<file path="config.mk">
export PLATFORM = sky130hd
export DESIGN_NAME = viterbi_feeder_flat
export DESIGN_NICKNAME = d
export VERILOG_FILES = /design/src/rtl/viterbi_feeder_if.sv /design/src/rtl/viterbi_feeder.sv /design/src/flat_wrapper.sv
export SDC_FILE = /design/constraint.sdc
export NUM_CORES = 1
export LEC_CHECK = 0
export CORE_ASPECT_RATIO = 0.8
export CORE_UTILIZATION = 25
export CTS_BUF_LIST = sky130_fd_sc_hd__clkbuf_4 sky130_fd_sc_hd__clkbuf_8
export DETAILED_ROUTE_END_ITERATION = 7
export HOLD_SLACK_MARGIN = 0.15
export SYNTH_ARGS = -nofsm -noshare
export SYNTH_HDL_FRONTEND = slang
export SYNTH_SLANG_ARGS = --single-unit
export TNS_END_PERCENT = 20
</file>
<file path="constraint.sdc">
create_clock -name clk -period 14.3 [get_ports clk]
set_input_delay 2.86 -clock clk [delete_from_list [all_inputs] [get_ports clk]]
set_output_delay 2.86 -clock clk [all_outputs]
set_load 0.01 [all_outputs]
</file>
<file path="src/rtl/viterbi_feeder_if.sv">
// Score stream plus the viterbi_1 control bus, bundled so that one port carries both.
// The slave modport is the feeder side; the master modport is the scorer/viterbi side.
interface viterbi_feeder_if;
  logic        s_valid;
  logic        s_ready;
  logic [31:0] s_data;
  logic        s_last;
  logic        v_start;
  logic        v_write;
  logic [15:0] v_index;
  logic [31:0] v_data;
  logic        v_busy;
  logic        v_dv;
  logic        v_result;

  modport slave (
    input  s_valid, s_data, s_last, v_busy, v_dv, v_result,
    output s_ready, v_start, v_write, v_index, v_data
  );

  modport master (
    output s_valid, s_data, s_last, v_busy, v_dv, v_result,
    input  s_ready, v_start, v_write, v_index, v_data
  );
endinterface

</file>
<file path="src/rtl/viterbi_feeder.sv">
// Ping-pong buffers score frames and sequences viterbi_1 (LOAD/ARM/RUN/GAP) one frame at a time.
// Reports each decision as a one-cycle pulse; framing and timeout errors are sticky.
module viterbi_feeder #(
  parameter int STATE   = 5,
  parameter int TIMEOUT = 1023
) (
  input  logic            clk,
  input  logic            reset,
  viterbi_feeder_if.slave bus,
  output logic            det_valid,
  output logic            det_result,
  output logic [15:0]     frame_cnt,
  output logic            err_frame,
  output logic            err_timeout
);
  localparam int IW = (STATE > 1) ? $clog2(STATE) : 1;
  localparam int TW = $clog2(TIMEOUT + 1);
  localparam logic [IW-1:0] LAST  = IW'(STATE - 1);
  localparam logic [TW-1:0] TMAX  = TW'(TIMEOUT - 1);

  typedef enum logic [2:0] {S_IDLE, S_LOAD, S_ARM, S_RUN, S_GAP} state_e;

  state_e        state_q, state_d;
  logic [31:0]   bank_q [2][STATE];
  logic [1:0]    full_q, full_d;
  logic          wr_bank_q, wr_bank_d;
  logic          rd_bank_q, rd_bank_d;
  logic [IW-1:0] wr_idx_q, wr_idx_d;
  logic [IW-1:0] k_q, k_d;
  logic [TW-1:0] tmo_q, tmo_d;
  logic          det_valid_q, det_result_q;
  logic [15:0]   frame_cnt_q;
  logic          err_frame_q, err_timeout_q;

  logic          s_ready_w, accept, at_last, frame_done, frame_bad, release_bank;
  logic          det_fire, tmo_fire;
  logic          start_w, write_w;
  logic [15:0]   index_w;
  logic [31:0]   data_w;

  // Input side: a word that disagrees with s_last discards the whole partial frame.
  assign s_ready_w    = !full_q[wr_bank_q];
  assign accept       = bus.s_valid && s_ready_w;
  assign at_last      = (wr_idx_q == LAST);
  assign frame_done   = accept && at_last && bus.s_last;
  assign frame_bad    = accept && (at_last != bus.s_last);
  assign release_bank = (state_q == S_LOAD) && (k_q == LAST);

  always_comb begin
    full_d    = full_q;
    wr_bank_d = wr_bank_q ^ frame_done;
    rd_bank_d = rd_bank_q ^ release_bank;
    wr_idx_d  = wr_idx_q;
    if (release_bank) full_d[rd_bank_q] = 1'b0;
    if (frame_done)   full_d[wr_bank_q] = 1'b1;
    if (frame_done || frame_bad) wr_idx_d = '0;
    else if (accept)             wr_idx_d = wr_idx_q + IW'(1);
  end

  // Sequencer. IDLE/GAP look at full_d so a frame completing this cycle loads next cycle.
  always_comb begin
    state_d  = state_q;
    k_d      = k_q;
    tmo_d    = tmo_q;
    det_fire = 1'b0;
    tmo_fire = 1'b0;
    start_w  = 1'b0;
    write_w  = 1'b0;
    index_w  = '0;
    data_w   = '0;
    case (state_q)
      S_IDLE: begin
        if (full_d[rd_bank_q] && !bus.v_busy) begin
          state_d = S_LOAD;
          k_d     = '0;
        end
      end
      S_LOAD: begin
        start_w = 1'b1;
        write_w = 1'b1;
        index_w = 16'(k_q);
        data_w  = bank_q[rd_bank_q][k_q];
        if (k_q == LAST) begin
          state_d = S_ARM;
          tmo_d   = '0;
        end else begin
          k_d = k_q + IW'(1);
        end
      end
      S_ARM, S_RUN: begin
        start_w = 1'b1;
        index_w = 16'(STATE - 1);
        tmo_d   = tmo_q + TW'(1);
        if (state_q == S_RUN && bus.v_dv) begin
          det_fire = 1'b1;
          state_d  = S_GAP;
        end else if (tmo_q == TMAX) begin
          tmo_fire = 1'b1;
          state_d  = S_GAP;
        end else if (state_q == S_ARM && bus.v_busy) begin
          state_d = S_RUN;
        end
      end
      S_GAP: begin
        if (full_d[rd_bank_q]) begin
          state_d = S_LOAD;
          k_d     = '0;
        end else begin
          state_d = S_IDLE;
        end
      end
      default: state_d = S_IDLE;
    endcase
  end

  always_ff @(posedge clk) begin
    if (!reset) begin
      state_q       <= S_IDLE;
      full_q        <= '0;
      wr_bank_q     <= 1'b0;
      rd_bank_q     <= 1'b0;
      wr_idx_q      <= '0;
      k_q           <= '0;
      tmo_q         <= '0;
      det_valid_q   <= 1'b0;
      det_result_q  <= 1'b0;
      frame_cnt_q   <= '0;
      err_frame_q   <= 1'b0;
      err_timeout_q <= 1'b0;
    end else begin
      state_q       <= state_d;
      full_q        <= full_d;
      wr_bank_q     <= wr_bank_d;
      rd_bank_q     <= rd_bank_d;
      wr_idx_q      <= wr_idx_d;
      k_q           <= k_d;
      tmo_q         <= tmo_d;
      det_valid_q   <= det_fire;
      err_frame_q   <= err_frame_q | frame_bad;
      err_timeout_q <= err_timeout_q | tmo_fire;
      if (det_fire) begin
        det_result_q <= bus.v_result;
        frame_cnt_q  <= frame_cnt_q + 16'd1;
      end
    end
  end

  // Score storage carries no reset; a bank is only read once marked full.
  always_ff @(posedge clk) begin
    if (accept && !frame_bad) bank_q[wr_bank_q][wr_idx_q] <= bus.s_data;
  end

  assign bus.s_ready  = s_ready_w;
  assign bus.v_start  = start_w;
  assign bus.v_write  = write_w;
  assign bus.v_index  = index_w;
  assign bus.v_data   = data_w;
  assign det_valid    = det_valid_q;
  assign det_result   = det_result_q;
  assign frame_cnt    = frame_cnt_q;
  assign err_frame    = err_frame_q;
  assign err_timeout  = err_timeout_q;
endmodule

</file>
<file path="src/flat_wrapper.sv">
// flat-port wrapper written by rule: the top's interface ports become plain ports
module viterbi_feeder_flat 
#(
  parameter int STATE   = 5,
  parameter int TIMEOUT = 1023
)
  (clk, reset, det_valid, det_result, frame_cnt, err_frame, err_timeout, bus_s_valid, bus_s_data, bus_s_last, bus_v_busy, bus_v_dv, bus_v_result, bus_s_ready, bus_v_start, bus_v_write, bus_v_index, bus_v_data);
  viterbi_feeder_if bus_i ();
  input  logic clk;
  input  logic reset;
  output logic det_valid;
  output logic det_result;
  output logic [15:0] frame_cnt;
  output logic err_frame;
  output logic err_timeout;
  input wire logic [$bits(bus_i.s_valid)-1:0] bus_s_valid;
  input wire logic [$bits(bus_i.s_data)-1:0] bus_s_data;
  input wire logic [$bits(bus_i.s_last)-1:0] bus_s_last;
  input wire logic [$bits(bus_i.v_busy)-1:0] bus_v_busy;
  input wire logic [$bits(bus_i.v_dv)-1:0] bus_v_dv;
  input wire logic [$bits(bus_i.v_result)-1:0] bus_v_result;
  output wire logic [$bits(bus_i.s_ready)-1:0] bus_s_ready;
  output wire logic [$bits(bus_i.v_start)-1:0] bus_v_start;
  output wire logic [$bits(bus_i.v_write)-1:0] bus_v_write;
  output wire logic [$bits(bus_i.v_index)-1:0] bus_v_index;
  output wire logic [$bits(bus_i.v_data)-1:0] bus_v_data;
  assign bus_i.s_valid = bus_s_valid;
  assign bus_i.s_data = bus_s_data;
  assign bus_i.s_last = bus_s_last;
  assign bus_i.v_busy = bus_v_busy;
  assign bus_i.v_dv = bus_v_dv;
  assign bus_i.v_result = bus_v_result;
  assign bus_s_ready = bus_i.s_ready;
  assign bus_v_start = bus_i.v_start;
  assign bus_v_write = bus_i.v_write;
  assign bus_v_index = bus_i.v_index;
  assign bus_v_data = bus_i.v_data;
  viterbi_feeder #(.STATE(STATE), .TIMEOUT(TIMEOUT)) u_core (.clk(clk), .reset(reset), .bus(bus_i), .det_valid(det_valid), .det_result(det_result), .frame_cnt(frame_cnt), .err_frame(err_frame), .err_timeout(err_timeout));
endmodule
</file>
==> results.py, run 1 <==
metrics = {
    "global_route": {
        "use_met1_pct": 15.61,
        "grt.busiest_layer": "met2",
        "grt_max_degree": 67,
        "grt_use_total_pct": 11.35,
        "grt_pass1_vias": 8124,
        "antenna_found_initial": 1,
        "grt_pass1_wl_um": 50470,
        "met3_usage_pct": 2.378,
        "grtUsageMet2_pct": 17.86,
        "grt_overflow_total": 0,
    },
    "clock_network": {
        "ctsHoldBuffers": 0,
        "cts.sinks": 364,
        "clk_pin_slew_worst_paths_ns": 0.07,
        "cts_resized": 0,
        "cts_tree": "done",
        "cts_buffers": 61,
        "h-tree-depth": 2,
        "clock_latency_ns": 0.67,
        "cts_setup_buffers": 0,
        "cts_buffer_depth": 3,
        "root_buffer": "clkbuf_8",
    },
    "sta": {
        "slew_headroom_pct": 30.09,
        "worst_pin_slew_ns": 1.049,
        "period_share_pct": 49.17,
        "period_minus_slack_ns": 7.032,
        "setup_slack_ns": 7.268,
        "rsz0062_at_grt": "false",
        "clock_skew_ns": 0.03441,
        "holdWs_ns": 0.5072,
        "max_freq_mhz": 142.2,
        "hold_violations": 0,
        "setup_tns_ns": 0,
        "slew_violations": 0,
        "setup_viol": 0,
    },
    "die": {
        "initial_utilization_pct": 25.50,
        "rows": 78,
        "fp.dieH_um": 218.0,
        "die-area_um2": 59310,
        "io_pins": 110,
        "die_w_um": 272.0,
        "core_area_um2": 57190,
    },
    "yosys": {
        "synth_seq_cells": 364,
        "yosysTopAreaCell": "edfxtp_1",
        "synth_ff_type": "edfxtp_1",
        "yosys.area_share.simple_pct": 5.328,
        "synth_area_leaders": "edfxtp_1 66%, mux4_2 9.9%, dfxtp_1 6.0%, mux2i_1 4.7%, nor2_1 2.0%",
        "synth_fa_ha_area_share_pct": 0.6005,
        "synth_common_cells": "320 x edfxtp_1, 78 x nor2_1, 69 x mux2i_1",
        "synthMuxAreaShare_pct": 14.70,
        "synth_edf_count": 320,
        "synth_compound_area_share_pct": 3.655,
        "ys_seq_area_share_pct": 71.93,
        "synth_cell_type_count": 51,
        "synth_cells": 828,
        "ys_warn_count": 0,
        "synth_area_um2": 14580,
        "syn_area_per_cell_um2": 17.61,
        "synthXorXnorAreaFrac_pct": 1.381,
        "ys_async_sr_fraction_pct": 0,
        "synth_top_family_by_area": "multiplexers",
        "synth.most_common_cell": "edfxtp_1",
        "synth_top_area_share_pct": 65.89,
    },
    "setup_path": {
        "critPathTopFamily": "buffers and inverters",
        "critPathKind": "reg2out",
        "crit_chain": "buf_4 -> mux4_2 -> mux2i_1 -> o22a_1 -> nor2_1 -> clkdlybuf4s50_1",
        "critPathMaxStageDelay_ns": 0.98,
        "arrival_ns": 4.17,
        "crit_required_ns": 11.44,
        "cp_max_fo": 50,
        "cp-start-kind": "flip-flop",
        "critical-path-slowest-cell": "dfxtp_4",
        "crit_buf_inv": 2,
        "crit_path_end_kind": "output pin",
    },
    "drt": {
        "drtPass1Iterations": 5,
        "drt_iter0_markers": 444,
        "avgViaCountPerCell": 4.408,
        "post_drt_wl_per_cell_um": 19.00,
        "vias": 7789,
        "drc_errors": 0,
        "drt-total-wl_um": 33570,
        "ant_nets": 0,
    },
    "place": {
        "io_buffers": 96,
        "dp_hpwl_um": 17580,
        "place_congestion": 0.6969,
        "pre_cts_ws_ns": 7.759,
        "dpl_cell_area_um2": 16430,
    },
    "hold_path": {
        "worstHoldPathType": "reg2reg",
    },
    "pwr": {
        "p_per_area_nw_per_um2": 120.6,
        "leakage_nw": 5.616,
        "max-vdd-ir-drop_v": 0.00006583,
    },
    "finish": {
        "final_core_util_pct": 30.83,
        "drive_gt1_share_pct": 19.56,
        "fin_area_um2": 17630,
        "area_growth_syn_to_layout_pct": 20.92,
        "nNetsFinal": 1005,
        "diodes": 0,
    },
    "job": {
        "maxCapViolCount": 0,
    },
    "outcome": {
        "status": "complete, no violations",
    },
}
-- final cells by class --
type,count,area [um^2]
tap,760,950.9
clock buffer,73,929.6
timing repair buffer,111,1074
clock inverter,38,271.5
inverter,15,56.30
fill,5649,39560
sequential,364,10500
multi-input combinational,406,3856
-- per-layer routing --
layer  share of wire, %  vias to the layer above  wire length [um]
met3                4.7                       57              1575
met5              0.051                        -                17
met4                1.9                        2               640
met1                 47                     4034             15800
met2                 46                      183             15540
li1                   -                     3513                 -
-- cell families (layout without fill, tap and decap cells) --
group	Yosys count	after routing
flip-flops	364	364
XOR/XNOR	23	23
AND/OR/NAND/NOR	157	157
other	1	13
buffers and inverters	70	237
adder cells (fa/ha/maj)	7	7
AO/OA/AOI/OAI	72	72
multiplexers	134	134
-- state kept, by name (all words and copies together) (netlist names), 2 cells and up, named ones only --
signal and cells:
u_core.frame_cnt 16, u_core.k_q 3, u_core.state_q 3, u_core.wr_idx_q 3, u_core.bank_q 320, u_core.tmo_q 10, u_core.full_q 2
-- power by group --
| part | switching (mW) | internal [mW] |
|---|---|---|
| registers | 0.00182 | 1.16 |
| logic | 0.0293 | 0.0196 |
| clock network | 0.425 | 0.489 |
| total | 0.456 | 1.67 |
-- worst paths after layout --
check,from,to,slack (ns),depth (start not counted)
max reg2reg,u_core.wr_bank_q$_SDFF_PN0_,u_core.bank_q[1][137]$_DFFE_PP_,11.59,5
min,u_core.det_result$_SDFFE_PN0P_,u_core.det_result$_SDFFE_PN0P_,0.51,2
min reg2reg,u_core.det_result$_SDFFE_PN0P_,u_core.det_result$_SDFFE_PN0P_,0.51,2
max,flip-flop,bus_v_data[20],7.27,6
-- placed cells by master (no fill, tap or decap), types with 12 or more instances in the layout --
cell type        instances
a21oi_1                 17
o22a_1                  32
edfxtp_1               320
inv_1                   14
clkbuf_4                12
xnor2_1                 14
mux2i_1                 69
clkinv_2                14
clkbuf_8                61
dfxtp_1                 41
nor2_1                  74
nand3_1                 12
conb_1                  13
clkinv_1                18
clkdlybuf4s50_1         96
mux4_2                  64
buf_4                   15
nand2_1                 19
-- per-stage QoR --
step                      cells  power, mW
after global placement     1656      1.234
after global routing       1767      2.211
after CTS                  1767      2.163
final                      1767      2.127
after floorplan             840      1.209
after detailed placement   1656      1.236
-- worst min-delay path, cell delays in order, from the launching register on --
cell     delay, ns
dfxtp_1       0.33
mux2i_1       0.07
nor2_1        0.08
Note: power is estimated with default switching activity, not from simulation.
==> run 2: changes to the inputs <==
- clock period: 14.3 -> 6.94 ns (I/O delays scaled with it)
==> results.py, run 2 (synthesis results as in run 1) <==
metrics = {
    "die": {
        "initial_utilization_pct": 25.50,
        "die-area_um2": 59310,
        "fp.dieH_um": 218.0,
        "rows": 78,
        "io_pins": 110,
        "core_area_um2": 57190,
        "die_w_um": 272.0,
    },
    "drt": {
        "ant_nets": 0,
        "drtPass1Iterations": 4,
        "drc_errors": 0,
        "post_drt_wl_per_cell_um": 19.02,
        "avgViaCountPerCell": 4.395,
        "drt_iter0_markers": 502,
        "drt-total-wl_um": 33500,
        "vias": 7740,
    },
    "finish": {
        "nNetsFinal": 1004,
        "drive_gt1_share_pct": 18.78,
        "final_common_cell": "edfxtp_1",
        "regMostFlops": "u_core.bank_q",
        "fillers": 5610,
        "diodes": 0,
        "layout_common_cells": "320 x edfxtp_1, 96 x clkdlybuf4s50_1, 74 x nor2_1",
        "area_growth_syn_to_layout_pct": 20.51,
        "largest_reg_flops": 320,
    },
    "clock_network": {
        "ctsHoldBuffers": 0,
        "cts_resized": 0,
        "cts_buffer_depth": 3,
        "cts_tree": "done",
        "clock_latency_ns": 0.63,
        "clk_pin_slew_worst_paths_ns": 0.07,
        "cts_buffers": 59,
        "root_buffer": "clkbuf_8",
        "cts.sinks": 364,
        "h-tree-depth": 2,
        "cts_setup_buffers": 0,
    },
    "pwr": {
        "swShare_pct": 21.06,
        "clockPowerShare_pct": 41.5,
        "p_int_mw": 3.370,
        "leakage_nw": 5.567,
        "p_per_area_nw_per_um2": 242.9,
        "p_sw_mw": 0.8989,
        "finalPower_mw": 4.269,
        "max-vdd-ir-drop_v": 0.0001287,
        "power_frac_comb_pct": 2.3,
        "seqPwrFrac_pct": 56.2,
    },
    "global_route": {
        "antenna_found_initial": 2,
        "grt_max_degree": 67,
        "grt_overflow_total": 0,
        "grt.busiest_layer": "met2",
        "met3_usage_pct": 2.819,
        "grt_use_total_pct": 11.27,
        "grtUsageMet2_pct": 18.30,
        "grt_pass1_wl_um": 50000,
        "grt_pass1_vias": 8028,
        "use_met1_pct": 14.72,
    },
    "sta": {
        "period_minus_slack_ns": 5.020,
        "slew_headroom_pct": 29.31,
        "rsz0062_at_grt": "false",
        "setup_viol": 0,
        "slew_violations": 0,
        "hold_violations": 0,
        "period_share_pct": 72.33,
        "worst_pin_slew_ns": 1.060,
        "max_freq_mhz": 199.2,
        "setup_slack_ns": 1.920,
        "clock_skew_ns": 0.03445,
        "setup_tns_ns": 0,
    },
    "setup_path": {
        "crit_chain": "buf_12 -> mux4_2 -> mux2i_1 -> o22a_1 -> nor2_1 -> clkdlybuf4s50_1",
        "crit_buf_inv": 2,
        "reg2reg_from": "u_core.wr_bank_q$_SDFF_PN0_",
        "cp_max_fo": 59,
        "crit-reg2reg-capture": "u_core.bank_q[0][129]$_DFFE_PP_",
        "endpoint": "bus_v_data[3]",
        "critPathKind": "reg2out",
        "critPathMaxStageDelay_ns": 0.84,
        "worst-r2r-setup-slack_ns": 4.23,
        "path_depth": 6,
        "critical-path-slowest-cell": "dfxtp_4",
        "crit_path_end_kind": "output pin",
        "cp-start-kind": "flip-flop",
        "critPathTopFamily": "buffers and inverters",
        "arrival_ns": 3.63,
        "r2r_cells": 5,
        "crit_required_ns": 5.55,
    },
    "job": {
        "maxCapViolCount": 0,
    },
    "outcome": {
        "status": "complete, no violations",
    },
    "place": {
        "dp_hpwl_um": 17500,
        "io_buffers": 96,
        "pre_cts_ws_ns": 2.463,
        "place_congestion": 0.7036,
    },
    "hold_path": {
        "worstHoldPathType": "reg2reg",
    },
}
==> run 2: cell count changes in the layout (fill, tap and decap cells not counted) <==
cell        previous run  this run
buf_12                 0         1
inv_12                 2         0
bufinv_16              3         2
clkbuf_8              61        59
clkinv_2              14         6
clkinv_8               0         2
clkinv_1              18        21
clkinvlp_4             0         1
==> run 2: how the worst min path moves through the flow <==
| stage | to | startpoint | slack [ns] | cells past startpoint |
|---|---|---|---|---|
| final | u_core.err_frame$_SDFF_PN0_ | u_core.err_frame$_SDFF_PN0_ | 0.48 | 2 |
| after global routing | u_core.err_frame$_SDFF_PN0_ | u_core.err_frame$_SDFF_PN0_ | 0.50 | 2 |
| after CTS | u_core.err_frame$_SDFF_PN0_ | u_core.err_frame$_SDFF_PN0_ | 0.48 | 2 |
| after detailed placement | u_core.err_frame$_SDFF_PN0_ | u_core.err_frame$_SDFF_PN0_ | 0.47 | 2 |
| after global placement | u_core.err_frame$_SDFF_PN0_ | u_core.err_frame$_SDFF_PN0_ | 0.46 | 2 |
| after floorplan | u_core.k_q[1]$_SDFFE_PN0P_ | u_core.k_q[1]$_SDFFE_PN0P_ | 0.47 | 2 |
==> run 2: power groups by stage <==
stage / Combinational [mW] / Sequential, mW / Clock, mW
2_1_floorplan: 0.0450 / 2.45 / 0
3_3_place_gp: 0.0966 / 2.44 / 0
3_5_place_dp: 0.0990 / 2.44 / 0
4_1_cts: 0.0996 / 2.40 / 1.84
5_1_grt: 0.108 / 2.40 / 1.92
6_report: 0.0978 / 2.40 / 1.77
==> run 2: final cells by class <==
type	count	area, um^2	area share, %
clock buffers	71	902.1	5.133
inverters	15	56.30	0.3204
multi-input cells	406	3856	21.94
repair buffers	112	1094	6.222
flip-flops and latches	364	10500	59.72
well taps	760	950.9	5.410
clock inverters	33	220.2	1.253
==> run 2: per-stage QoR <==
| stage | hold slack, ns | util [%] | area (um^2) | std cells |
|---|---|---|---|---|
| after global routing | 0.5047 | 30.73 | 17580 | 1761 |
| after detailed placement | 0.4654 | 28.77 | 16450 | 1657 |
| after global placement | 0.4560 | 28.77 | 16450 | 1657 |
| after CTS | 0.4829 | 30.73 | 17580 | 1761 |
| final | 0.4773 | 30.73 | 17580 | 1761 |
| after floorplan | 0.4667 | - | 14630 | 840 |
==> run 2: layer usage <==
layer,share of wire [%],up-vias
met5,0.093,-
met4,2.1,4
met3,5.5,59
met2,47,176
met1,45,3998
li1,-,3503
==> run 2: worst register-to-register path, stage by stage, from the launching register on <==
cell,delay [ns]
dfxtp_1,0.57
mux2i_1,0.36
and2_1,0.32
nand3_1,0.27
nor4_2,0.21
buf_4,0.57
